<file path="config.mk">
export PLATFORM = sky130hd
export DESIGN_NAME = bloom_counter_ctrl
export DESIGN_NICKNAME = d
export VERILOG_FILES = /design/src/rtl/bloom_counter_ctrl_pkg.sv /design/src/rtl/bloom_cnt_update.sv /design/src/rtl/bloom_counter_ctrl.sv
export SDC_FILE = /design/constraint.sdc
export NUM_CORES = 1
export LEC_CHECK = 0
export CORE_MARGIN = 5
export CORE_UTILIZATION = 47
export CTS_BUF_LIST = sky130_fd_sc_hd__clkbuf_8
export CTS_CLUSTER_SIZE = 28
export DETAILED_ROUTE_END_ITERATION = 16
export GPL_ROUTABILITY_DRIVEN = 0
export PLACE_DENSITY = 0.85
export RECOVER_POWER = 25
export SETUP_SLACK_MARGIN = 0.02
export SLEW_MARGIN = 30
export SYNTH_ARGS = -nofsm -noshare
export SYNTH_HDL_FRONTEND = slang
export SYNTH_HIERARCHICAL = 1
export SYNTH_SLANG_ARGS = --single-unit
</file>
<file path="constraint.sdc">
create_clock -name clk -period 3.6 [get_ports clk]
set_input_delay 0.72 -clock clk [delete_from_list [all_inputs] [get_ports clk]]
set_output_delay 0.72 -clock clk [all_outputs]
set_load 0.03 [all_outputs]
</file>
<file path="src/rtl/bloom_counter_ctrl_pkg.sv">
`default_nettype none
// ============================================================================
// Module   : bloom_counter_ctrl_pkg
// Brief    : Shared state encoding and default widths for the counting Bloom
//            filter controller.
// Revision : 1.0 - initial release
// ============================================================================
package bloom_counter_ctrl_pkg;

    localparam int DEF_HASH_BITS       = 19;
    localparam int DEF_SRAM_ADDR_WIDTH = 19;
    localparam int DEF_SRAM_DATA_WIDTH = 36;
    localparam int DEF_CNT_WIDTH       = 4;

    typedef enum logic [5:0] {
        S_IDLE = 6'b000001,
        S_RD0  = 6'b000010,
        S_RD1  = 6'b000100,
        S_WR0  = 6'b001000,
        S_WR1  = 6'b010000,
        S_DONE = 6'b100000
    } state_t;

endpackage : bloom_counter_ctrl_pkg
`default_nettype wire

</file>
<file path="src/rtl/bloom_cnt_update.sv">
`default_nettype none
// ============================================================================
// Module   : bloom_cnt_update
// Brief    : Next-value logic for one Bloom counter: saturating increment on
//            insert, decrement on an ACK hit, unchanged on an ACK miss.
// Revision : 1.0 - initial release
// ============================================================================
module bloom_cnt_update
    import bloom_counter_ctrl_pkg::*;
#(
    parameter int CNT_WIDTH = DEF_CNT_WIDTH
) (
    input  logic [CNT_WIDTH-1:0] cnt_in,
    input  logic                 is_ack,
    input  logic                 hit,
    output logic [CNT_WIDTH-1:0] cnt_out,
    output logic                 sat
);

    localparam logic [CNT_WIDTH-1:0] CNT_MAX = '1;
    localparam logic [CNT_WIDTH-1:0] CNT_ONE = CNT_WIDTH'(1);

    always_comb begin
        sat = !is_ack && (cnt_in == CNT_MAX);
        if (is_ack) begin
            cnt_out = hit ? (cnt_in - CNT_ONE) : cnt_in;
        end else begin
            cnt_out = sat ? cnt_in : (cnt_in + CNT_ONE);
        end
    end

endmodule : bloom_cnt_update
`default_nettype wire

</file>
<file path="src/rtl/bloom_counter_ctrl.sv">
`default_nettype none
// ============================================================================
// Module   : bloom_counter_ctrl
// Brief    : Counting Bloom filter of TCP flows kept in external SRAM; inserts
//            bump two counters, ACKs test and release them.
//            Optional statistics outputs: BLOOM_COUNTER_STATS_EN.
// Revision : 1.0 - initial release
// ============================================================================
module bloom_counter_ctrl
    import bloom_counter_ctrl_pkg::*;
#(
    parameter int HASH_BITS       = DEF_HASH_BITS,
    parameter int SRAM_ADDR_WIDTH = DEF_SRAM_ADDR_WIDTH,
    parameter int SRAM_DATA_WIDTH = DEF_SRAM_DATA_WIDTH,
    parameter int CNT_WIDTH       = DEF_CNT_WIDTH
) (
    input  logic                       clk,
    input  logic                       reset,
    input  logic                       bloom_wr,
    output logic                       bloom_rdy,
    input  logic [HASH_BITS-1:0]       index_0,
    input  logic [HASH_BITS-1:0]       index_1,
    input  logic                       pkt_is_ack,
    output logic                       sram_req,
    output logic                       sram_rd_wr_L,
    output logic [SRAM_ADDR_WIDTH-1:0] sram_addr,
    output logic [SRAM_DATA_WIDTH-1:0] sram_wr_data,
    input  logic [SRAM_DATA_WIDTH-1:0] sram_rd_data,
    input  logic                       sram_ack,
    output logic                       lookup_valid,
    output logic                       lookup_hit
`ifdef BLOOM_COUNTER_STATS_EN
    ,
    output logic [31:0]                num_inserts,
    output logic [31:0]                num_hits,
    output logic [31:0]                num_misses,
    output logic [31:0]                num_saturations
`endif
);

    state_t                     state_q, state_d;
    logic [HASH_BITS-1:0]       idx0_q, idx0_d, idx1_q, idx1_d;
    logic                       op_q, op_d, same_q, same_d, hit_q, hit_d;
    logic [CNT_WIDTH-1:0]       c0_q, c0_d, c1_q, c1_d;
    logic                       sram_req_q, sram_req_d, rd_wr_l_q, rd_wr_l_d;
    logic [SRAM_ADDR_WIDTH-1:0] addr_q, addr_d;
    logic [SRAM_DATA_WIDTH-1:0] wr_data_q, wr_data_d;
    logic                       lookup_valid_q, lookup_valid_d;
    logic                       lookup_hit_q, lookup_hit_d;
    logic                       bloom_rdy_q, bloom_rdy_d;

    logic [CNT_WIDTH-1:0]       rd_cnt, upd_in, upd_out;
    logic                       upd_sat;
    logic                       write_sat_done;

    assign rd_cnt = sram_rd_data[CNT_WIDTH-1:0];
    assign upd_in = (state_q == S_WR1) ? c1_q : c0_q;

    bloom_cnt_update #(
        .CNT_WIDTH (CNT_WIDTH)
    ) u_cnt_update (
        .cnt_in  (upd_in),
        .is_ack  (op_q),
        .hit     (hit_q),
        .cnt_out (upd_out),
        .sat     (upd_sat)
    );

    assign write_sat_done = ((state_q == S_WR0) || (state_q == S_WR1))
                            && sram_req_q && sram_ack && upd_sat;

    // Each access state first raises sram_req, then waits for sram_ack; the
    // ack edge drops the request, which gives the idle cycle between accesses.
    always_comb begin
        state_d        = state_q;
        idx0_d         = idx0_q;
        idx1_d         = idx1_q;
        op_d           = op_q;
        same_d         = same_q;
        hit_d          = hit_q;
        c0_d           = c0_q;
        c1_d           = c1_q;
        sram_req_d     = sram_req_q;
        rd_wr_l_d      = rd_wr_l_q;
        addr_d         = addr_q;
        wr_data_d      = wr_data_q;

        case (state_q)
            S_IDLE: begin
                if (bloom_wr && bloom_rdy_q) begin
                    idx0_d  = index_0;
                    idx1_d  = index_1;
                    op_d    = pkt_is_ack;
                    same_d  = (index_0 == index_1);
                    hit_d   = 1'b0;
                    state_d = S_RD0;
                end
            end
            S_RD0: begin
                if (!sram_req_q) begin
                    sram_req_d = 1'b1;
                    rd_wr_l_d  = 1'b1;
                    addr_d     = SRAM_ADDR_WIDTH'(idx0_q);
                end else if (sram_ack) begin
                    sram_req_d = 1'b0;
                    c0_d       = rd_cnt;
                    if (same_q) begin
                        hit_d   = (rd_cnt != '0);
                        state_d = (op_q && !hit_d) ? S_DONE : S_WR0;
                    end else begin
                        state_d = S_RD1;
                    end
                end
            end
            S_RD1: begin
                if (!sram_req_q) begin
                    sram_req_d = 1'b1;
                    rd_wr_l_d  = 1'b1;
                    addr_d     = SRAM_ADDR_WIDTH'(idx1_q);
                end else if (sram_ack) begin
                    sram_req_d = 1'b0;
                    c1_d       = rd_cnt;
                    hit_d      = (c0_q != '0) && (rd_cnt != '0);
                    // An ACK miss is resolved here so no write cycle is spent.
                    state_d    = (op_q && !hit_d) ? S_DONE : S_WR0;
                end
            end
            S_WR0: begin
                if (!sram_req_q) begin
                    sram_req_d = 1'b1;
                    rd_wr_l_d  = 1'b0;
                    addr_d     = SRAM_ADDR_WIDTH'(idx0_q);
                    wr_data_d  = SRAM_DATA_WIDTH'(upd_out);
                end else if (sram_ack) begin
                    sram_req_d = 1'b0;
                    state_d    = same_q ? S_DONE : S_WR1;
                end
            end
            S_WR1: begin
                if (!sram_req_q) begin
                    sram_req_d = 1'b1;
                    rd_wr_l_d  = 1'b0;
                    addr_d     = SRAM_ADDR_WIDTH'(idx1_q);
                    wr_data_d  = SRAM_DATA_WIDTH'(upd_out);
                end else if (sram_ack) begin
                    sram_req_d = 1'b0;
                    state_d    = S_DONE;
                end
            end
            S_DONE: begin
                state_d = S_IDLE;
            end
            default: begin
                state_d    = S_IDLE;
                sram_req_d = 1'b0;
            end
        endcase

        lookup_valid_d = (state_d == S_DONE);
        lookup_hit_d   = (state_d == S_DONE) && hit_d;
        bloom_rdy_d    = (state_d == S_IDLE);
    end

    always_ff @(posedge clk) begin
        if (reset) begin
            state_q        <= S_IDLE;
            idx0_q         <= '0;
            idx1_q         <= '0;
            op_q           <= 1'b0;
            same_q         <= 1'b0;
            hit_q          <= 1'b0;
            c0_q           <= '0;
            c1_q           <= '0;
            sram_req_q     <= 1'b0;
            rd_wr_l_q      <= 1'b1;
            addr_q         <= '0;
            wr_data_q      <= '0;
            lookup_valid_q <= 1'b0;
            lookup_hit_q   <= 1'b0;
            bloom_rdy_q    <= 1'b1;
        end else begin
            state_q        <= state_d;
            idx0_q         <= idx0_d;
            idx1_q         <= idx1_d;
            op_q           <= op_d;
            same_q         <= same_d;
            hit_q          <= hit_d;
            c0_q           <= c0_d;
            c1_q           <= c1_d;
            sram_req_q     <= sram_req_d;
            rd_wr_l_q      <= rd_wr_l_d;
            addr_q         <= addr_d;
            wr_data_q      <= wr_data_d;
            lookup_valid_q <= lookup_valid_d;
            lookup_hit_q   <= lookup_hit_d;
            bloom_rdy_q    <= bloom_rdy_d;
        end
    end

    assign bloom_rdy    = bloom_rdy_q;
    assign sram_req     = sram_req_q;
    assign sram_rd_wr_L = rd_wr_l_q;
    assign sram_addr    = addr_q;
    assign sram_wr_data = wr_data_q;
    assign lookup_valid = lookup_valid_q;
    assign lookup_hit   = lookup_hit_q;

`ifdef BLOOM_COUNTER_STATS_EN
    logic [31:0] num_inserts_q, num_inserts_d;
    logic [31:0] num_hits_q, num_hits_d;
    logic [31:0] num_misses_q, num_misses_d;
    logic [31:0] num_sat_q, num_sat_d;

    always_comb begin
        num_inserts_d = num_inserts_q;
        num_hits_d    = num_hits_q;
        num_misses_d  = num_misses_q;
        num_sat_d     = num_sat_q;
        if (state_q == S_DONE) begin
            if (!op_q)      num_inserts_d = num_inserts_q + 32'd1;
            else if (hit_q) num_hits_d    = num_hits_q + 32'd1;
            else            num_misses_d  = num_misses_q + 32'd1;
        end
        if (write_sat_done) num_sat_d = num_sat_q + 32'd1;
    end

    always_ff @(posedge clk) begin
        if (reset) begin
            num_inserts_q <= '0;
            num_hits_q    <= '0;
            num_misses_q  <= '0;
            num_sat_q     <= '0;
        end else begin
            num_inserts_q <= num_inserts_d;
            num_hits_q    <= num_hits_d;
            num_misses_q  <= num_misses_d;
            num_sat_q     <= num_sat_d;
        end
    end

    assign num_inserts     = num_inserts_q;
    assign num_hits        = num_hits_q;
    assign num_misses      = num_misses_q;
    assign num_saturations = num_sat_q;

    logic unused_bits;
    assign unused_bits = ^sram_rd_data[SRAM_DATA_WIDTH-1:CNT_WIDTH];
`else
    logic unused_bits;
    assign unused_bits = ^{sram_rd_data[SRAM_DATA_WIDTH-1:CNT_WIDTH], write_sat_done};
`endif

endmodule : bloom_counter_ctrl
`default_nettype wire

</file>
==> impl_metrics.csv, run 1 <==
group,metric,value,unit
route,routed_via_density,5.28,
clock_network,ctsHoldBuffers,0,
final_layout,final_nets,623,
grt,antenna_found_initial,0,
min_path,worstHoldPathType,"register to register",
route,routed_wl,9580,um
clock_network,cts.repair_timing.setup_buffer_count,0,
setup_path,rr_worst_depth,10,
route,routed-via-count,3446,
timing,finalCritPeriodShare,0.827,
clock_network,cts.sink_count,83,
setup_path,end_kind,"register",
timing,setup_tns,0,ns
setup_path,crit_family,"simple AND/OR/NAND/NOR gates",
timing,drv_slew,0,
final_layout,instances_no_fill,653,
timing,max_freq,336,MHz
timing,hold_viol_final,0,
pwr,power_leakage,2.05,nW
setup_path,crit_type,"register to register",
place,dpl.cell_count,639,
pwr,seqPwrFrac,0.457,
grt,grt_overflow,0,
final_layout,fin_area,0.00497,mm2
setup_path,crit_cells,10,
clock_network,cts_tree,"yes",
setup_path,arrival,3.27,ns
run,drv_cap,0,
setup_path,cp.required,3.89,ns
timing,worst_pin_slew,0.855,ns
place,hpwl,6880,um
final_layout,drive_gt1_frac,0.0642,
pwr,p_sw_frac,0.292,
die,rows,34,
setup_path,crit_chain,"or3_1, or4b_1, mux2_2, inv_1, ha_1, or2b_1, a21oi_1, a311o_1, mux2i_1, nor2_1",
setup_path,critPathMaxFanout,12,
final_layout,area.growth.synth_to_final,21.7,%
timing,maxSlewHeadroom,0.430,
die,die_w,103,um
clock_network,ctsResizeCount,0,
route,drc,0,
clock_network,clock_path_buffers,2,
grt,grt_start_max_net_pins,47,
setup_path,startpoint_type,"register",
place,place_area,0.00474,mm2
die,ios,139,
synthesis,syn_inst,485,
clock_network,root_buffer,"clkbuf_8",
final_layout,n_fill_cell,739,
die,die_h,103,um
timing,rsz0062_at_grt,"no",
pwr,p_comb_frac,0.213,
synthesis,syn_area,0.00408,mm2
route,dr.pass1.iters,5,
run_status,status,"completed",
grt,grt_pass1_wl,15200,um
pwr,power_frac_clock,0.331,
timing,setup_violations,0,
pwr,switchingPower,0.000676,W
synthesis,avgSynthCellArea,8.41,um2
route,avgRoutedWirePerCell,14.7,um
setup_path,crit_slowest_cell,"or4b_1",
die,die-area,0.0106,mm2
die,start_util,0.475,
pwr,p_total,0.00231,W
clock_network,clk-insertion-delay-late,0.35,ns
setup_path,slowest_delay,0.65,ns
timing,skew,0.00729,ns
final_layout,antenna_cells,0,
die,core,0.00859,mm2
pwr,p_int,0.00164,W
pwr,p_per_area,466,mW/mm2
grt,grt_pass1_vias,3192,
grt,grt.total_usage,0.179,
route,postRouteAntennaNets,0,
timing,period_needed,2.98,ns
clock_network,numCtsBuffers,9,
synthesis,yosysWarningCount,6,
route,drtIter0Drc,189,
clock_network,h-tree-depth,3,
setup_path,rrSetupSlack,0.62,ns
pwr,peakVddDrop,287,uV
clock_network,clk_pin_slew_worst_paths,0.08,ns
place,io_buffers,74,
min_path,whs_path_depth,2,
setup_path,critPathBufInv,1,
metal layers:
layer  vias up  wire length, um  GRT usage
met2       114             4840      0.292
met1      1618             3930      0.235
met5         -                0          0
met3        14              634     0.0382
met4         0              179     0.0637
li1       1700                -          -
worst min-delay path: cells and delay by family (launching register included):
kind               cells  cell delay [ns]
AOI/OAI and AO/OA      1             0.05
DFF                    1             0.31
and+or+nand+nor        1             0.05
layout make-up:
cell class,instances,area (um2),share of cell area
clock buffers,9,124,0.0249
inverters,5,18.8,0.00378
flip-flops and latches,83,1660,0.335
repair buffers,79,773,0.156
well taps,108,135,0.0272
multi-input cells,364,2150,0.433
clock inverters,5,104,0.0209
path summary, 6_finish.rpt:
| kind | from | to |
|---|---|---|
| worst min register to register | idx1_q[13]$_SDFFE_PP0P_ | idx1_q[13]$_SDFFE_PP0P_ |
| worst max-delay path | state_q[0]$_SDFF_PP1_ | sram_wr_data[1]$_SDFFE_PP0P_ |
| worst min-delay path | idx1_q[13]$_SDFFE_PP0P_ | idx1_q[13]$_SDFFE_PP0P_ |
| worst max register to register | state_q[0]$_SDFF_PP1_ | sram_wr_data[1]$_SDFFE_PP0P_ |
sequential cells by signal, indices dropped and copies added, names as in the netlist:
name	count
sram_req	1
op_q	1
lookup_valid	1
idx1_q	19
state_q	6
bloom_rdy	1
hit_q	1
sram_addr	19
same_q	1
idx0_q	19
sram_rd_wr_L	1
c0_q	4
c1_q	4
sram_wr_data	4
lookup_hit	1
cells in the final DEF, fill, tap and decap left out, types with 2 or more instances in the layout:
master,n
nor2_1,42
or3_1,4
o211ai_1,3
ha_1,2
or2b_1,2
o21ai_0,5
nand2_1,89
nor3_1,4
a21oi_1,46
nor2_2,2
buf_4,5
nand3_1,4
xnor2_1,4
a22oi_1,3
inv_1,5
mux2i_1,33
conb_1,32
nand2b_1,5
and3_1,3
dfxtp_1,83
dlygate4sd3_1,14
nor2b_1,4
clkbuf_8,9
clkdlybuf4s50_1,59
a211oi_1,19
nor4_1,6
xor2_1,21
o21ai_1,2
or4_1,3
mux2_2,4
bufinv_16,3
per-stage QoR:
step           hold WS (ns)  utilization  setup slack, ns
2_1_floorplan         0.431            -            0.809
3_3_place_gp          0.437        0.551            0.692
3_5_place_dp          0.443        0.552            0.643
4_1_cts               0.453        0.578            0.636
5_1_grt               0.478        0.578            0.446
6_report              0.456        0.578            0.623
power by group through the flow:
| stage | clock [W] | combinational (W) | sequential, W |
|---|---|---|---|
| after floorplan | 0 | 0.000342 | 0.00109 |
| after global placement | 0 | 0.000477 | 0.00107 |
| after detailed placement | 0 | 0.000490 | 0.00108 |
| after CTS | 0.000781 | 0.000494 | 0.00106 |
| after global routing | 0.000816 | 0.000541 | 0.00107 |
| final | 0.000765 | 0.000492 | 0.00106 |
No activity file was read; power rests on OpenSTA's default activity.
==> run 2, diff against run 1 <==
- CORE_UTILIZATION: 47 -> 43
- PLACE_DENSITY: 0.85 -> 0.82
- clock period: 3.6 -> 2.5 ns (I/O delays scaled with it)
==> impl_metrics.csv, run 2 (synthesis results as in run 1) <==
group,metric,value,unit
timing,hold_viol_final,0,
clock_network,cts.repair_timing.setup_buffer_count,0,
pwr,power_leakage,2.16,nW
grt,grt_pass1_wl,15800,um
timing,period_needed,2.58,ns
min_path,worstHoldPathType,"register to register",
timing,worst_pin_slew,0.628,ns
final_layout,layout_common_cells,"nand2_1 (89), dfxtp_1 (82), clkdlybuf4s50_1 (58)",
clock_network,h-tree-depth,3,
die,die-area,0.0115,mm2
run,drv_cap,0,
clock_network,ctsHoldBuffers,0,
route,routed_wl,9790,um
route,dr.pass1.iters,4,
die,die_w,107,um
timing,finalCritPeriodShare,1.03,
clock_network,clock_path_buffers,2,
route,postRouteAntennaNets,0,
clock_network,root_buffer,"clkbuf_8",
route,drc,0,
clock_network,numCtsBuffers,9,
timing,max_freq,388,MHz
setup_path,startpoint_type,"register",
timing,drv_slew,0,
timing,setup_tns,-0.150,ns
route,avgRoutedWirePerCell,14.2,um
timing,hold_ws,0.451,ns
final_layout,layout_commonest_cell,"nand2_1",
final_layout,final_util,0.562,
place,io_buffers,74,
final_layout,drive_gt1_frac,0.104,
die,rows,35,
pwr,peakVddDrop,294,uV
grt,grt_overflow,0,
route,drtIter0Drc,190,
setup_path,end_kind,"register",
grt,grt.total_usage,0.170,
timing,setup_violations,2,
final_layout,n_fill_cell,797,
run_status,violations,"setup timing",
pwr,p_total,0.00342,W
timing,skew,0.0112,ns
die,die_h,107,um
timing,fin_ws,-0.0805,ns
pwr,p_per_area,659,mW/mm2
final_layout,final_nets,637,
grt,antenna_found_initial,0,
route,routed-via-count,3480,
setup_path,critPathMaxFanout,5,
timing,maxSlewHeadroom,0.581,
setup_path,cp.required,2.79,ns
place,hpwl,7070,um
die,core,0.00924,mm2
run_status,status,"finished, violations left",
grt,grt_pass1_vias,3333,
final_layout,antenna_cells,0,
clock_network,cts_tree,"yes",
clock_network,cts.sink_count,83,
setup_path,arrival,2.87,ns
timing,rsz0062_at_grt,"yes",
grt,grt_start_max_net_pins,41,
route,routed_via_density,5.05,
clock_network,clk-insertion-delay-late,0.35,ns
die,start_util,0.442,
final_layout,area.growth.synth_to_final,27.2,%
setup_path,crit_type,"register to register",
clock_network,clk_pin_slew_worst_paths,0.08,ns
die,ios,139,
==> run 2: cell count changes in the layout (fill, tap and decap cells not counted), sizes merged <==
cell / previous run / this run
dlygate4sd3: 14 / 15
buf: 6 / 19
clkbuf: 9 / 10
inv: 5 / 6
clkdlybuf4s50: 59 / 58
==> run 2: report_power, final <==
part	switching, W	internal (W)
logic	0.000467	0.000296
clock network	0.000492	0.000662
registers	0.0000617	0.00144
total	0.00102	0.00240
==> run 2: per-layer routing <==
layer / vias up / GRT usage / part of all wire
met5: - / 0 / 0
met4: 0 / 0.0857 / 0.031
met2: 109 / 0.287 / 0.49
met3: 24 / 0.0366 / 0.062
met1: 1608 / 0.204 / 0.41
li1: 1739 / - / -
==> run 2: worst paths after layout <==
path         cells after the start                    from                           end  slack [ns]
max                             10   state_q[0]$_SDFF_PP1_  sram_wr_data[1]$_SDFFE_PP0P_       -0.08
min                              2  idx0_q[1]$_SDFFE_PP0P_        idx0_q[1]$_SDFFE_PP0P_        0.45
max reg2reg                     10   state_q[0]$_SDFF_PP1_  sram_wr_data[1]$_SDFFE_PP0P_       -0.08
min reg2reg                      2  idx0_q[1]$_SDFFE_PP0P_        idx0_q[1]$_SDFFE_PP0P_        0.45
==> run 2: final cells by class <==
class | instances | area, um2 | area share
Tap cell | 129 | 161 | 0.0311
Sequential cell | 83 | 1660 | 0.320
Clock buffer | 9 | 124 | 0.0239
Timing Repair Buffer | 93 | 916 | 0.177
Inverter | 5 | 21.3 | 0.00410
Multi-Input combinational cell | 364 | 2190 | 0.422
Clock inverter | 6 | 113 | 0.0217
==> run 2: timing repair <==
item / CTS / global route
hold endpoints to repair: 0 / 0
gates resized for setup: 4 / 3
pin swaps: 5 / 4
setup endpoints to repair: 4 / 4
==> run 2: metrics by stage <==
stage	setup WS (ns)	instance area, um2	cells
final	-0.0805	5190	689
after global routing	-0.162	5190	689
after CTS	-0.140	5190	689
after detailed placement	-0.255	4940	674
after global placement	-0.209	4940	674
after floorplan	-0.204	4250	516
==> run 2: worst max-delay path, cell delays in order, from the launching register on <==
cell and delay (ns):
dfxtp_2 0.32, or3_4 0.39, or4b_4 0.55, mux2_4 0.38, inv_4 0.08, ha_4 0.19, or2b_1 0.23, a21oi_2 0.11
a311o_1 0.12, mux2i_1 0.07, nor2_1 0.08
==> run 3, diff against run 2 <==
- CTS_CLUSTER_SIZE: 28 -> unset
- TNS_END_PERCENT: unset -> 20
==> impl_metrics.csv, run 3 (synthesis results as in run 1) <==
group,metric,value,unit
run_status,status,"finished, violations left",
run_status,violations,"setup timing",
route,postRouteAntennaNets,0,
die,rows,35,
clock_network,h-tree-depth,3,
setup_path,critPathMaxFanout,5,
min_path,whs_path_depth,2,
final_layout,layout_common_cells,"nand2_1 (89), dfxtp_1 (82), clkdlybuf4s50_1 (57)",
final_layout,fin_area,0.00517,mm2
timing,rsz0062_at_grt,"yes",
grt,grt_pass1_wl,15500,um
grt,grt_start_max_net_pins,41,
timing,fin_ws,-0.0654,ns
timing,period_needed,2.57,ns
route,drc,0,
grt,grt_pass1_vias,3379,
clock_network,ctsHoldBuffers,0,
clock_network,clk-insertion-delay-late,0.35,ns
place,post-place-ws,-0.247,ns
route,drtIter0Drc,192,
final_layout,drive_gt1_frac,0.101,
timing,hold_ws,0.453,ns
setup_path,rr_worst_depth,9,
pwr,power_leakage,2.14,nW
die,ios,139,
timing,max_freq,390,MHz
setup_path,end_kind,"register",
run,drv_cap,0,
clock_network,numCtsBuffers,9,
timing,hold_viol_final,0,
final_layout,area.growth.synth_to_final,26.7,%
setup_path,startpoint_type,"register",
setup_path,rrSetupSlack,-0.07,ns
grt,grt_overflow,0,
place,io_buffers,74,
die,die-area,0.0115,mm2
route,routed_via_density,5.04,
clock_network,cts.sink_count,83,
setup_path,arrival,2.81,ns
place,hpwl,7150,um
route,avgRoutedWirePerCell,14.0,um
final_layout,final_util,0.559,
clock_network,cts_tree,"yes",
clock_network,clk_pin_slew_worst_paths,0.09,ns
route,routed_wl,9650,um
clock_network,clock_path_buffers,2,
timing,skew,0.0130,ns
timing,worst_pin_slew,0.719,ns
final_layout,antenna_cells,0,
setup_path,crit_type,"register to register",
setup_path,r2r-end,"sram_wr_data[1]$_SDFFE_PP0P_",
min_path,worstHoldPathType,"register to register",
die,die_h,107,um
timing,setup_violations,2,
grt,antenna_found_initial,0,
place,place_area,0.00494,mm2
pwr,p_per_area,633,mW/mm2
timing,maxSlewHeadroom,0.521,
route,routed-via-count,3480,
clock_network,root_buffer,"clkbuf_8",
min_path,worstHoldEndpoint,"idx0_q[10]$_SDFFE_PP0P_",
grt,grt.total_usage,0.166,
final_layout,layout_commonest_cell,"nand2_1",
route,dr.pass1.iters,4,
timing,finalCritPeriodShare,1.03,
final_layout,final_nets,638,
die,core,0.00924,mm2
setup_path,rr_startpoint,"state_q[0]$_SDFF_PP1_",
timing,drv_slew,0,
pwr,peakVddDrop,300,uV
setup_path,cp.required,2.74,ns
min_path,hp-start,"idx0_q[10]$_SDFFE_PP0P_",
die,die_w,107,um
die,start_util,0.442,
==> run 3: cell types whose count changed in the layout (fill, tap and decap cells not counted), sizes merged <==
cell / previous run / this run
inv: 6 / 8
buf: 19 / 20
bufinv: 3 / 1
clkdlybuf4s50: 58 / 57
clkinvlp: 0 / 1
dlygate4sd3: 15 / 16
clkinv: 2 / 1
clkbuf: 10 / 11
==> run 3: worst max-delay path by stage <==
stage | end | slack (ns) | startpoint
floorplan | sram_wr_data[1]$_SDFFE_PP0P_ | -0.21 | state_q[1]$_SDFF_PP0_
CTS | sram_wr_data[1]$_SDFFE_PP0P_ | -0.07 | state_q[0]$_SDFF_PP1_
global route | sram_wr_data[1]$_SDFFE_PP0P_ | -0.19 | state_q[0]$_SDFF_PP1_
finish | sram_wr_data[1]$_SDFFE_PP0P_ | -0.07 | state_q[0]$_SDFF_PP1_
detailed placement | sram_wr_data[1]$_SDFFE_PP0P_ | -0.25 | state_q[0]$_SDFF_PP1_
global placement | sram_wr_data[1]$_SDFFE_PP0P_ | -0.20 | state_q[0]$_SDFF_PP1_
==> run 3: power breakdown <==
group          total (W)  internal [W]  switching, W
Clock            0.00101      0.000501      0.000507
Combinational   0.000763      0.000297      0.000465
Sequential       0.00150       0.00144     0.0000629
Total            0.00327       0.00224       0.00103
==> run 3: metrics by stage <==
step                      setup TNS [ns]  std cells  power, W
after detailed placement          -0.654        674   0.00229
final                             -0.109        691   0.00327
after global routing              -0.484        691   0.00344
after floorplan                   -0.414        516   0.00207
after CTS                         -0.112        691   0.00331
after global placement            -0.469        674   0.00226
==> run 3: routing by layer <==
| layer | vias up | global-route usage | wire length (um) |
|---|---|---|---|
| met5 | - | 0 | 0 |
| met4 | 0 | 0.0676 | 133 |
| met3 | 12 | 0.0300 | 578 |
| met2 | 106 | 0.286 | 4820 |
| met1 | 1635 | 0.203 | 4110 |
| li1 | 1727 | - | - |
==> run 3: cell type report <==
cell class	count	area (um2)
multi-input cells	364	2190
inverters	5	21.3
clock inverters	6	71.3
repair buffers	94	920
flip-flops and latches	83	1660
well taps	129	161
fillers	815	4070
clock buffers	10	138
==> run 3: timing repair <==
action | 4_1_cts | 5_1_grt
setup endpoints to repair | 4 | 4
cloned | 0 | 0
resized for setup | 4 | 1
setup buffers | 1 | 0
pin swaps | 2 | 1
==> run 3: critical path, stage by stage (launching register included) <==
cell	delay (ns)
dfxtp_2	0.32
or3_4	0.39
or4b_4	0.54
mux2_4	0.37
ha_4	0.19
nand4b_4	0.10
nor2_2	0.04
a311o_1	0.31
mux2i_1	0.15
nor2_1	0.05
